`config.mk`:
```
export PLATFORM = sky130hd
export DESIGN_NAME = instr_aligner
export DESIGN_NICKNAME = d
export VERILOG_FILES = /design/src/rtl/ceres_param.sv /design/src/rtl/instr_aligner_perf.sv /design/src/rtl/instr_aligner.sv
export SDC_FILE = /design/constraint.sdc
export NUM_CORES = 1
export LEC_CHECK = 0
export BUFFER_PORTS_ARGS = -buffer_cell sky130_fd_sc_hd__buf_2
export CORE_MARGIN = 3
export CORE_UTILIZATION = 40
export CTS_BUF_LIST = sky130_fd_sc_hd__clkbuf_4 sky130_fd_sc_hd__clkbuf_8
export CTS_CLUSTER_DIAMETER = 100
export DETAILED_ROUTE_END_ITERATION = 10
export PLACE_DENSITY = 0.62
export SYNTH_ARGS = -nofsm -noshare
export SYNTH_HDL_FRONTEND = slang
export SYNTH_SLANG_ARGS = --single-unit
```
`constraint.sdc`:
```
create_clock -name clk_i -period 2.4 [get_ports clk_i]
set_input_delay 0.12 -clock clk_i [delete_from_list [all_inputs] [get_ports clk_i]]
set_output_delay 0.12 -clock clk_i [all_outputs]
set_load 0.05 [all_outputs]
```
`src/rtl/ceres_param.sv`:
```
// ceres_param: shared definitions for the instruction aligner.
//   align_state_e - aligner buffer state (EMPTY, SKIP, UPPER)
//   INSTR_UNCOMP  - low two bits marking a 32-bit (uncompressed) instruction
package ceres_param;

  typedef enum logic [1:0] {
    EMPTY = 2'd0,
    SKIP  = 2'd1,
    UPPER = 2'd2
  } align_state_e;

  localparam logic [1:0] INSTR_UNCOMP = 2'b11;

endpackage

```
`src/rtl/instr_aligner_perf.sv`:
```
// instr_aligner_perf: free-running wrapping event counters for the aligner.
// Only built when CERES_ALIGN_PERF_EN is defined.
// Ports:
//   clk_i, rst_ni    - clock, asynchronous active-low reset
//   fire_i           - an instruction left the aligner (output handshake)
//   rvc_i            - the departing instruction is compressed
//   split_i          - the departing instruction straddled two fetch words
//   perf_rvc_cnt_o   - count of compressed instructions emitted
//   perf_split_cnt_o - count of split instructions emitted
module instr_aligner_perf (
  input  logic        clk_i,
  input  logic        rst_ni,
  input  logic        fire_i,
  input  logic        rvc_i,
  input  logic        split_i,
  output logic [31:0] perf_rvc_cnt_o,
  output logic [31:0] perf_split_cnt_o
);

  logic [31:0] r_rvc_cnt;
  logic [31:0] r_split_cnt;

  always_ff @(posedge clk_i or negedge rst_ni) begin
    if (!rst_ni) begin
      r_rvc_cnt   <= '0;
      r_split_cnt <= '0;
    end else if (fire_i) begin
      if (rvc_i)   r_rvc_cnt   <= r_rvc_cnt + 32'd1;
      if (split_i) r_split_cnt <= r_split_cnt + 32'd1;
    end
  end

  assign perf_rvc_cnt_o   = r_rvc_cnt;
  assign perf_split_cnt_o = r_split_cnt;

endmodule

```
`src/rtl/instr_aligner.sv`:
```
// instr_aligner: turns a stream of word-aligned 32-bit fetch words into a
// stream of 16/32-bit instructions (RVC alignment), one per cycle.
// Optional macro: CERES_ALIGN_PERF_EN adds perf_rvc_cnt_o / perf_split_cnt_o.
// Ports:
//   clk_i, rst_ni         - clock, asynchronous active-low reset
//   flush_i, redirect_pc_i- discard state and restart at redirect_pc_i
//   fetch_*               - word input (valid/ready handshake, data, pc, err)
//   instr_*               - registered instruction output (valid/ready)
//   is_compressed_o       - output instruction is 16-bit
module instr_aligner
  import ceres_param::*;
(
  input  logic        clk_i,
  input  logic        rst_ni,
  input  logic        flush_i,
  input  logic [31:0] redirect_pc_i,
  input  logic        fetch_valid_i,
  output logic        fetch_ready_o,
  input  logic [31:0] fetch_data_i,
  input  logic [31:0] fetch_pc_i,
  input  logic        fetch_err_i,
  output logic        instr_valid_o,
  input  logic        instr_ready_i,
  output logic [31:0] instr_o,
  output logic [31:0] instr_pc_o,
  output logic        instr_err_o,
  output logic        is_compressed_o
`ifdef CERES_ALIGN_PERF_EN
  ,
  output logic [31:0] perf_rvc_cnt_o,
  output logic [31:0] perf_split_cnt_o
`endif
);

  align_state_e r_state;
  logic [15:0]  r_hold;
  logic [31:0]  r_hold_pc;
  logic         r_hold_err;

  logic         r_valid;
  logic [31:0]  r_instr;
  logic [31:0]  r_pc;
  logic         r_err;
  logic         r_cmp;

  logic         w_slot_free;
  logic         w_hold_rvc;
  logic         w_take_word;
  logic         w_fetch_fire;

  logic         w_emit;
  logic [31:0]  w_emit_instr;
  logic [31:0]  w_emit_pc;
  logic         w_emit_err;
  logic         w_load;
  align_state_e w_next_state;

  assign w_slot_free  = !r_valid || instr_ready_i;
  assign w_hold_rvc   = (r_hold[1:0] != INSTR_UNCOMP);
  assign w_take_word  = (r_state == EMPTY) || (r_state == SKIP) ||
                        ((r_state == UPPER) && !w_hold_rvc);
  assign fetch_ready_o = w_slot_free && w_take_word && !flush_i;
  assign w_fetch_fire  = fetch_valid_i && fetch_ready_o;

  always_comb begin
    w_emit       = 1'b0;
    w_emit_instr = '0;
    w_emit_pc    = '0;
    w_emit_err   = 1'b0;
    w_load       = 1'b0;
    w_next_state = r_state;
    unique case (r_state)
      EMPTY: begin
        if (w_fetch_fire) begin
          w_emit     = 1'b1;
          w_emit_pc  = fetch_pc_i;
          w_emit_err = fetch_err_i;
          if (fetch_data_i[1:0] != INSTR_UNCOMP) begin
            w_emit_instr = {16'h0000, fetch_data_i[15:0]};
            w_load       = 1'b1;
            w_next_state = UPPER;
          end else begin
            w_emit_instr = fetch_data_i;
          end
        end
      end
      SKIP: begin
        if (w_fetch_fire) begin
          w_load       = 1'b1;
          w_next_state = UPPER;
        end
      end
      UPPER: begin
        if (w_hold_rvc) begin
          w_emit       = 1'b1;
          w_emit_instr = {16'h0000, r_hold};
          w_emit_pc    = r_hold_pc;
          w_emit_err   = r_hold_err;
          w_next_state = EMPTY;
        end else if (w_fetch_fire) begin
          w_emit       = 1'b1;
          w_emit_instr = {fetch_data_i[15:0], r_hold};
          w_emit_pc    = r_hold_pc;
          w_emit_err   = r_hold_err | fetch_err_i;
          w_load       = 1'b1;
        end
      end
      default: w_next_state = EMPTY;
    endcase
  end

`ifdef CERES_ALIGN_PERF_EN
  logic r_split;
`endif

  always_ff @(posedge clk_i or negedge rst_ni) begin
    if (!rst_ni) begin
      r_state    <= EMPTY;
      r_hold     <= '0;
      r_hold_pc  <= '0;
      r_hold_err <= 1'b0;
      r_valid    <= 1'b0;
      r_instr    <= '0;
      r_pc       <= '0;
      r_err      <= 1'b0;
      r_cmp      <= 1'b0;
`ifdef CERES_ALIGN_PERF_EN
      r_split    <= 1'b0;
`endif
    end else if (flush_i) begin
      r_valid    <= 1'b0;
      r_state    <= redirect_pc_i[1] ? SKIP : EMPTY;
      r_hold     <= '0;
      // Restart PC parked in hold_pc; the first accepted word overwrites it.
      r_hold_pc  <= redirect_pc_i;
      r_hold_err <= 1'b0;
    end else if (w_slot_free) begin
      r_valid <= w_emit;
      r_state <= w_next_state;
      if (w_emit) begin
        r_instr <= w_emit_instr;
        r_pc    <= w_emit_pc;
        r_err   <= w_emit_err;
        r_cmp   <= (w_emit_instr[1:0] != INSTR_UNCOMP);
`ifdef CERES_ALIGN_PERF_EN
        r_split <= (r_state == UPPER) && !w_hold_rvc;
`endif
      end
      if (w_load) begin
        r_hold     <= fetch_data_i[31:16];
        r_hold_pc  <= fetch_pc_i + 32'd2;
        r_hold_err <= fetch_err_i;
      end
    end
  end

  assign instr_valid_o   = r_valid;
  assign instr_o         = r_instr;
  assign instr_pc_o      = r_pc;
  assign instr_err_o     = r_err;
  assign is_compressed_o = r_cmp;

`ifdef CERES_ALIGN_PERF_EN
  logic w_out_fire;
  assign w_out_fire = r_valid && instr_ready_i && !flush_i;

  instr_aligner_perf u_perf (
    .clk_i            (clk_i),
    .rst_ni           (rst_ni),
    .fire_i           (w_out_fire),
    .rvc_i            (r_cmp),
    .split_i          (r_split),
    .perf_rvc_cnt_o   (perf_rvc_cnt_o),
    .perf_split_cnt_o (perf_split_cnt_o)
  );
`endif

endmodule

```
==> results of run 1 <==
[power groups by stage]
| stage | clock [mW] | sequential [mW] | combinational (mW) |
|---|---|---|---|
| after floorplan | 0 | 3.42 | 0.551 |
| after global placement | 0 | 2.57 | 2.03 |
| after detailed placement | 0 | 2.59 | 2.05 |
| after CTS | 2.13 | 2.55 | 2.14 |
| after global routing | 2.20 | 2.59 | 2.27 |
| final | 2.08 | 2.55 | 2.13 |
[final cells by class]
type / instances / share of cell area (%)
well taps: 180 / 2.800
repair buffers: 257 / 21.37
clock buffers: 24 / 3.951
flip-flops and latches: 118 / 36.71
clock inverters: 8 / 1.773
multi-input cells: 432 / 32.18
inverters: 26 / 1.213
[registers in the layout, indices dropped and copies added, names as in the netlist]
register,cells
instr_o,32
instr_pc_o,32
r_hold_pc,32
r_hold,16
r_state,2
instr_err_o,1
instr_valid_o,1
is_compressed_o,1
r_hold_err,1
[how the worst max path moves through the flow]
stage | start | slack [ns] | to | cells after the start
after floorplan | instr_valid_o | 0.30 | r_hold_pc[11] | 7
after global placement | r_state[1] | 0.42 | r_hold_pc[14] | 6
after detailed placement | r_state[1] | 0.36 | r_hold_pc[18] | 6
after CTS | r_state[1] | 0.33 | r_hold_pc[19] | 6
after global routing | instr_valid_o | 0.19 | instr_pc_o[18] | 6
final | r_state[1] | 0.29 | r_hold_pc[19] | 6
[through the flow]
stage	std cells	total power, mW	setup slack, ns	utilization, %	hold WS, ns
CTS	1045	6.818	0.3342	57.50	0.001045
global route	1045	7.067	0.1918	57.50	0.01103
detailed placement	944	4.635	0.3638	49.28	0.1868
global placement	944	4.597	0.4189	49.28	0.1868
finish	1045	6.754	0.2882	57.50	0.02386
floorplan	621	3.972	0.3041	-	-0.1756
[layer usage]
metal,wire [µm],vias to the layer above,share of wire (%)
met3,1088,32,6.0
li1,-,2679,-
met4,332,0,1.8
met2,8801,224,49
met5,0,-,0
met1,7802,2813,43
[repair_timing]
action,in CTS,in global routing
buffers inserted,0,0
hold endpoints to repair,119,0
hold buffers,69,0
[cell families (layout without fill, tap and decap cells)]
kind of cell / count (synthesis) / after routing / synth area share (%)
AO/OA/AOI/OAI: 143 / 143 / 18.94
XOR/XNOR: 29 / 29 / 4.410
adder cells (fa/ha/maj): 1 / 1 / 0.2172
buffers and inverters: 71 / 315 / 4.649
flip-flops: 118 / 118 / 51.27
multiplexers: 2 / 2 / 0.3693
AND/OR/NAND/NOR: 257 / 257 / 20.14
[layout by cell type (no fill, tap or decap), types with 4 or more instances in the layout]
cell             n
a221oi_1        64
bufinv_16        4
dlygate4sd3_1   69
nor2_1         112
xnor2_1         12
nand2_1         71
nand4_1          6
clkbuf_8        22
inv_1           26
a221o_1          4
xor2_1          17
o21ai_0         37
and2_1           4
a22oi_1         15
dfrtp_1        118
nand3_1         13
buf_2          168
buf_4           17
nor3_1          26
[worst max-delay path: stages (launching register included)]
cell	delay, ns
dfrtp_1	0.61
a21boi_0	0.32
nor2_1	0.11
and3_2	0.25
nor2_1	0.39
buf_4	0.23
a221o_1	0.14
==> run_results.csv, run 1 <==
group,metric,value,unit
logic_synthesis,synth.area.top_cells,"dfrtp_1, a221oi_1, nor2_1, nand2_1, o21ai_0",
logic_synthesis,synth_top_area_share,51.27,%
floorplanning,num_io_pins,170,
timing,setup-violations-final,0,
logic_synthesis,yosys_warnings,0,
worst_hold_path,hold_path_depth,3,
grt,use_met2,37.21,%
timing,max_freq,473.5,MHz
logic_synthesis,synthTopCellsByCount,"dfrtp_1, nor2_1, nand2_1",
worst_hold_path,holdCritStartpoint,"fetch_pc_i[31]",
detailed_routing,drt_iter0_markers,438,
timing,clock_skew,0.005909,ns
grt,grt_max_degree,56,
power_and_ir_drop,p_leak,3.660,nW
floorplanning,initial_core_util,41.17,%
clock_tree,root_buffer,"clkbuf_8",
floorplanning,core,0.01399,mm²
detailed_routing,drc,0,
clock_tree,cts.clk_slew.worst_paths,0.07,ns
finish,final_nets,955,
clock_tree,cts_buffer_depth,2,
clock_tree,cts_tree,"done",
critical_path,crit_path_max_fanout,12,
floorplanning,chipWidth,126.0,µm
placement,placed_cell_area,0.006893,mm²
grt,grtUsageTotal,22.80,%
detailed_routing,drtAntennaViolNets,0,
grt,gr-usage-met3,4.453,%
critical_path,r2r_cells,6,
finish,fin_area,0.008044,mm²
finish,regArea,0.002953,mm²
critical_path,r2r_end,"r_hold_pc[19]",
detailed_routing,via_count,5748,
grt,grt_pass1_vias,5750,
critical_path,worst-setup-path-type,"reg2reg",
status,status,"completed",
critical_path,r2r_setup_slack,0.29,ns
logic_synthesis,synth-async-reset-ratio,100.0,%
clock_tree,cts_inserted_buffers,17,
timing,final_max_slew_viol_count,0,
critical_path,arrival,2.48,ns
finish,drive_gt1_share,27.63,%
logic_synthesis,syn_area,0.005759,mm²
timing,grt_setup_unrepaired,"false",
power_and_ir_drop,combPwrFrac,31.5,%
finish,antenna_cells,0,
finish,multi_input_area,0.002589,mm²
detailed_routing,drtPass1Iterations,6,
power_and_ir_drop,powerDensity,839.6,mW/mm²
logic_synthesis,syn-instance-count,621,
timing,period_needed,2.112,ns
power_and_ir_drop,p_seq_share,37.7,%
clock_tree,cts_max_level,4,
detailed_routing,vias_per_cell,5.500,
clock_tree,clk_latency,0.43,ns
timing,fin_crit_sh,87.99,%
logic_synthesis,synth-main-ff-cell,"dfrtp_1",
timing,max-slew-margin-rel,44.54,%
floorplanning,dieArea,0.01587,mm²
grt,grt_pass1_wl,29300,µm
worst_hold_path,hold_class,"in2reg",
logic_synthesis,yosysTopAreaCell,"dfrtp_1",
placement,io_buffers,169,
worst_hold_path,hold_path_end,"instr_pc_o[31]",
logic_synthesis,syn_nets,724,
grt,antenna_found_initial,0,
power_and_ir_drop,switchingPower,2.531,mW
detailed_routing,routedWlPerCell,17.25,µm
floorplanning,die_height,126.0,µm
grt,gr-usage-met1,30.45,%
clock_tree,clock_sinks,118,
power_and_ir_drop,ir_worst_vdd,0.3255,mV
grt,overflow,0,
finish,syn2layout_area_growth,39.67,%
placement,hpwl,12110,µm
floorplanning,rows,43,
clock_tree,cts_resized,0,
power_and_ir_drop,power_switching_share,37.47,%
timing,finalHoldViolCount,0,
grt,grt_busiest_layer,"met2",
logic_synthesis,yosysSeqAreaShare,51.27,%
critical_path,cp.required,2.77,ns
logic_synthesis,yosysMostFrequentCell,"dfrtp_1",
logic_synthesis,synth_edf_count,0,
placement,gp_congestion,0.8322,
timing,tightest_slew,0.8310,ns
critical_path,rr_startpoint,"r_state[1]",
logic_synthesis,synth_area_per_cell,9.274,µm²
power_and_ir_drop,clkPwrFrac,30.8,%
critical_path,start_kind,"flop",
logic_synthesis,ys_seq_elements,118,
timing,tns,0,ns
logic_synthesis,synth_cell_types,51,
critical_path,end_kind,"flop",
finish,nFillCells,1303,
detailed_routing,wl,18020,µm
flow_run,maxCapViolCount,0,
power_and_ir_drop,p_int,4.223,mW
Note: power is estimated with default switching activity, not from simulation.
==> run 2: changes to the inputs <==
--- a/config.mk
+++ b/config.mk
@@ -12,6 +12,7 @@
 export CTS_CLUSTER_DIAMETER = 100
 export DETAILED_ROUTE_END_ITERATION = 10
 export PLACE_DENSITY = 0.62
+export REMOVE_ABC_BUFFERS = 1
 export SYNTH_ARGS = -nofsm -noshare
 export SYNTH_HDL_FRONTEND = slang
 export SYNTH_SLANG_ARGS = --single-unit
==> run 2 against run 1 <==
Global-route usage up 0.39 points. Combinational power about the same. Via count down 0.84%. Die area unchanged. Largest cell class unchanged. Sequential share of layout area up 0.45 points. Final cell count up 0.38%. First-iteration DRC count up 8.9%. Worst setup slack worse by 0.016 ns. Clock power down 25%. Sequential cell count unchanged.
==> run_results.csv, run 2 (synthesis results as in run 1) <==
group,metric,value,unit
finish,regArea,0.002954,mm²
floorplanning,num_io_pins,170,
finish,antenna_cells,0,
worst_hold_path,hold_path_end,"r_hold_pc[26]",
critical_path,rr_startpoint,"r_state[1]",
clock_tree,clock_sinks,118,
worst_hold_path,hold_path_depth,3,
timing,period_needed,2.127,ns
finish,final_nets,961,
placement,hpwl,12310,µm
critical_path,start_kind,"flop",
detailed_routing,vias_per_cell,5.434,
floorplanning,core,0.01399,mm²
finish,syn2layout_area_growth,38.04,%
timing,setup-violations-final,0,
flow_run,maxCapViolCount,0,
timing,tns,0,ns
finish,layout_commonest_cell,"buf_2",
critical_path,r2r_cells,6,
clock_tree,root_buffer,"clkbuf_8",
grt,antenna_found_initial,0,
grt,overflow,0,
placement,gp_congestion,0.8995,
clock_tree,cts_inserted_buffers,17,
power_and_ir_drop,powerDensity,785.3,mW/mm²
timing,grt_setup_unrepaired,"false",
timing,max_freq,470.0,MHz
critical_path,crit_chain,"a21boi_0, nor2_1, and3_2, buf_4, nor3_1, a221oi_1",
critical_path,end_kind,"flop",
clock_tree,cts_buffer_depth,2,
floorplanning,chipWidth,126.0,µm
finish,stdcell_count,1049,
finish,multi_input_area,0.002594,mm²
placement,pre_cts_ws,0.3181,ns
timing,max-slew-margin-rel,53.87,%
detailed_routing,drtPass1Iterations,5,
clock_tree,clk_latency,0.43,ns
power_and_ir_drop,ir_worst_vdd,0.3603,mV
grt,grtUsageTotal,23.18,%
finish,nFillCells,1288,
status,status,"completed",
clock_tree,cts_tree,"done",
floorplanning,dieArea,0.01587,mm²
critical_path,arrival,2.44,ns
detailed_routing,via_count,5700,
detailed_routing,drc,0,
timing,tightest_slew,0.6856,ns
clock_tree,post_cts_buffers,0,
critical_path,r2r_end,"r_hold_pc[22]",
timing,setup_slack,0.2725,ns
critical_path,r2r_setup_slack,0.27,ns
worst_hold_path,hold_class,"in2reg",
placement,io_buffers,169,
timing,final_max_slew_viol_count,0,
worst_hold_path,holdCritStartpoint,"redirect_pc_i[26]",
critical_path,cp_top_family,"simple AND/OR/NAND/NOR gates",
timing,fin_crit_sh,88.64,%
floorplanning,die_height,126.0,µm
clock_tree,cts.clk_slew.worst_paths,0.07,ns
grt,grt_max_degree,74,
finish,layout_common_cells,"buf_2, dfrtp_1, nor2_1, dlygate4sd3_1, nand2_1",
critical_path,critPathBufInv,1,
finish,final_util,56.83,%
placement,dpl.cell_count,947,
detailed_routing,routedWlPerCell,17.41,µm
floorplanning,initial_core_util,41.17,%
critical_path,crit_path_max_fanout,53,
timing,finalHoldViolCount,0,
critical_path,critPathMaxStageDelay,0.51,ns
floorplanning,rows,43,
critical_path,cpMaxStageDelayCell,"dfrtp_2",
detailed_routing,wl,18260,µm
critical_path,cp.required,2.71,ns
finish,drive_gt1_share,27.85,%
critical_path,worst-setup-path-type,"reg2reg",
detailed_routing,drt_iter0_markers,477,
grt,grt_pass1_vias,5760,
grt,grt_pass1_wl,29810,µm
clock_tree,cts_max_level,4,
detailed_routing,drtAntennaViolNets,0,
power_and_ir_drop,p_leak,3.614,nW
timing,clock_skew,0.007875,ns
==> run 2: how the worst max path moves through the flow <==
| stage | end | slack, ns | from | cells after the start |
|---|---|---|---|---|
| floorplan | instr_valid_o | -2.28 | r_state[1] | 3 |
| global placement | r_hold_pc[30] | 0.44 | r_state[1] | 5 |
| detailed placement | r_hold_pc[26] | 0.32 | r_state[1] | 5 |
| CTS | r_hold_pc[0] | 0.09 | r_state[1] | 6 |
| global route | r_hold_pc[28] | 0.1 | r_state[0] | 6 |
| finish | r_hold_pc[22] | 0.27 | r_state[1] | 6 |
==> run 2: what timing repair did <==
| action | CTS | global route |
|---|---|---|
| endpoints found under the setup margin | 0 | 1 |
| hold buffers | 72 | 0 |
| gates resized for setup | 0 | 2 |
| endpoints found under the hold margin | 115 | 0 |
==> run 2: layout make-up <==
type,count,share of cell area (%)
clock buffer,21,3.478
multi-input combinational,432,32.63
sequential,118,37.16
inverter,26,1.228
clock inverter,9,0.7082
timing repair buffer,263,21.97
tap,180,2.833
==> run 2: per-stage QoR <==
step	instance area [µm²]	power (mW)	hold WS [ns]
floorplan	5589	3.954	-0.1756
global placement	6890	4.580	0.1281
finish	7950	6.243	0.03033
CTS	7944	6.294	0.00003378
global route	7950	6.578	0.01303
detailed placement	6890	4.620	0.1442
==> run 2: power by group <==
group	internal [mW]	total [mW]	switching [mW]
Combinational	0.600	2.15	1.55
Clock	0.770	1.56	0.790
Sequential	2.33	2.53	0.201
Total	3.70	6.24	2.54
==> run 2: worst reg2reg max path, stage by stage, from the launching register on <==
cell and delay, ns:
dfrtp_2 0.51, a21boi_0 0.19, nor2_1 0.23, and3_2 0.26, buf_4 0.43, nor3_1 0.13, a221oi_1 0.27
==> run 2: routing by layer <==
| layer | global-route usage, % | part of all wire (%) |
|---|---|---|
| met4 | 7.192 | 0.95 |
| met1 | 31.03 | 45 |
| met2 | 38.37 | 48 |
| met3 | 4.368 | 6.3 |
| met5 | 0 | 0 |
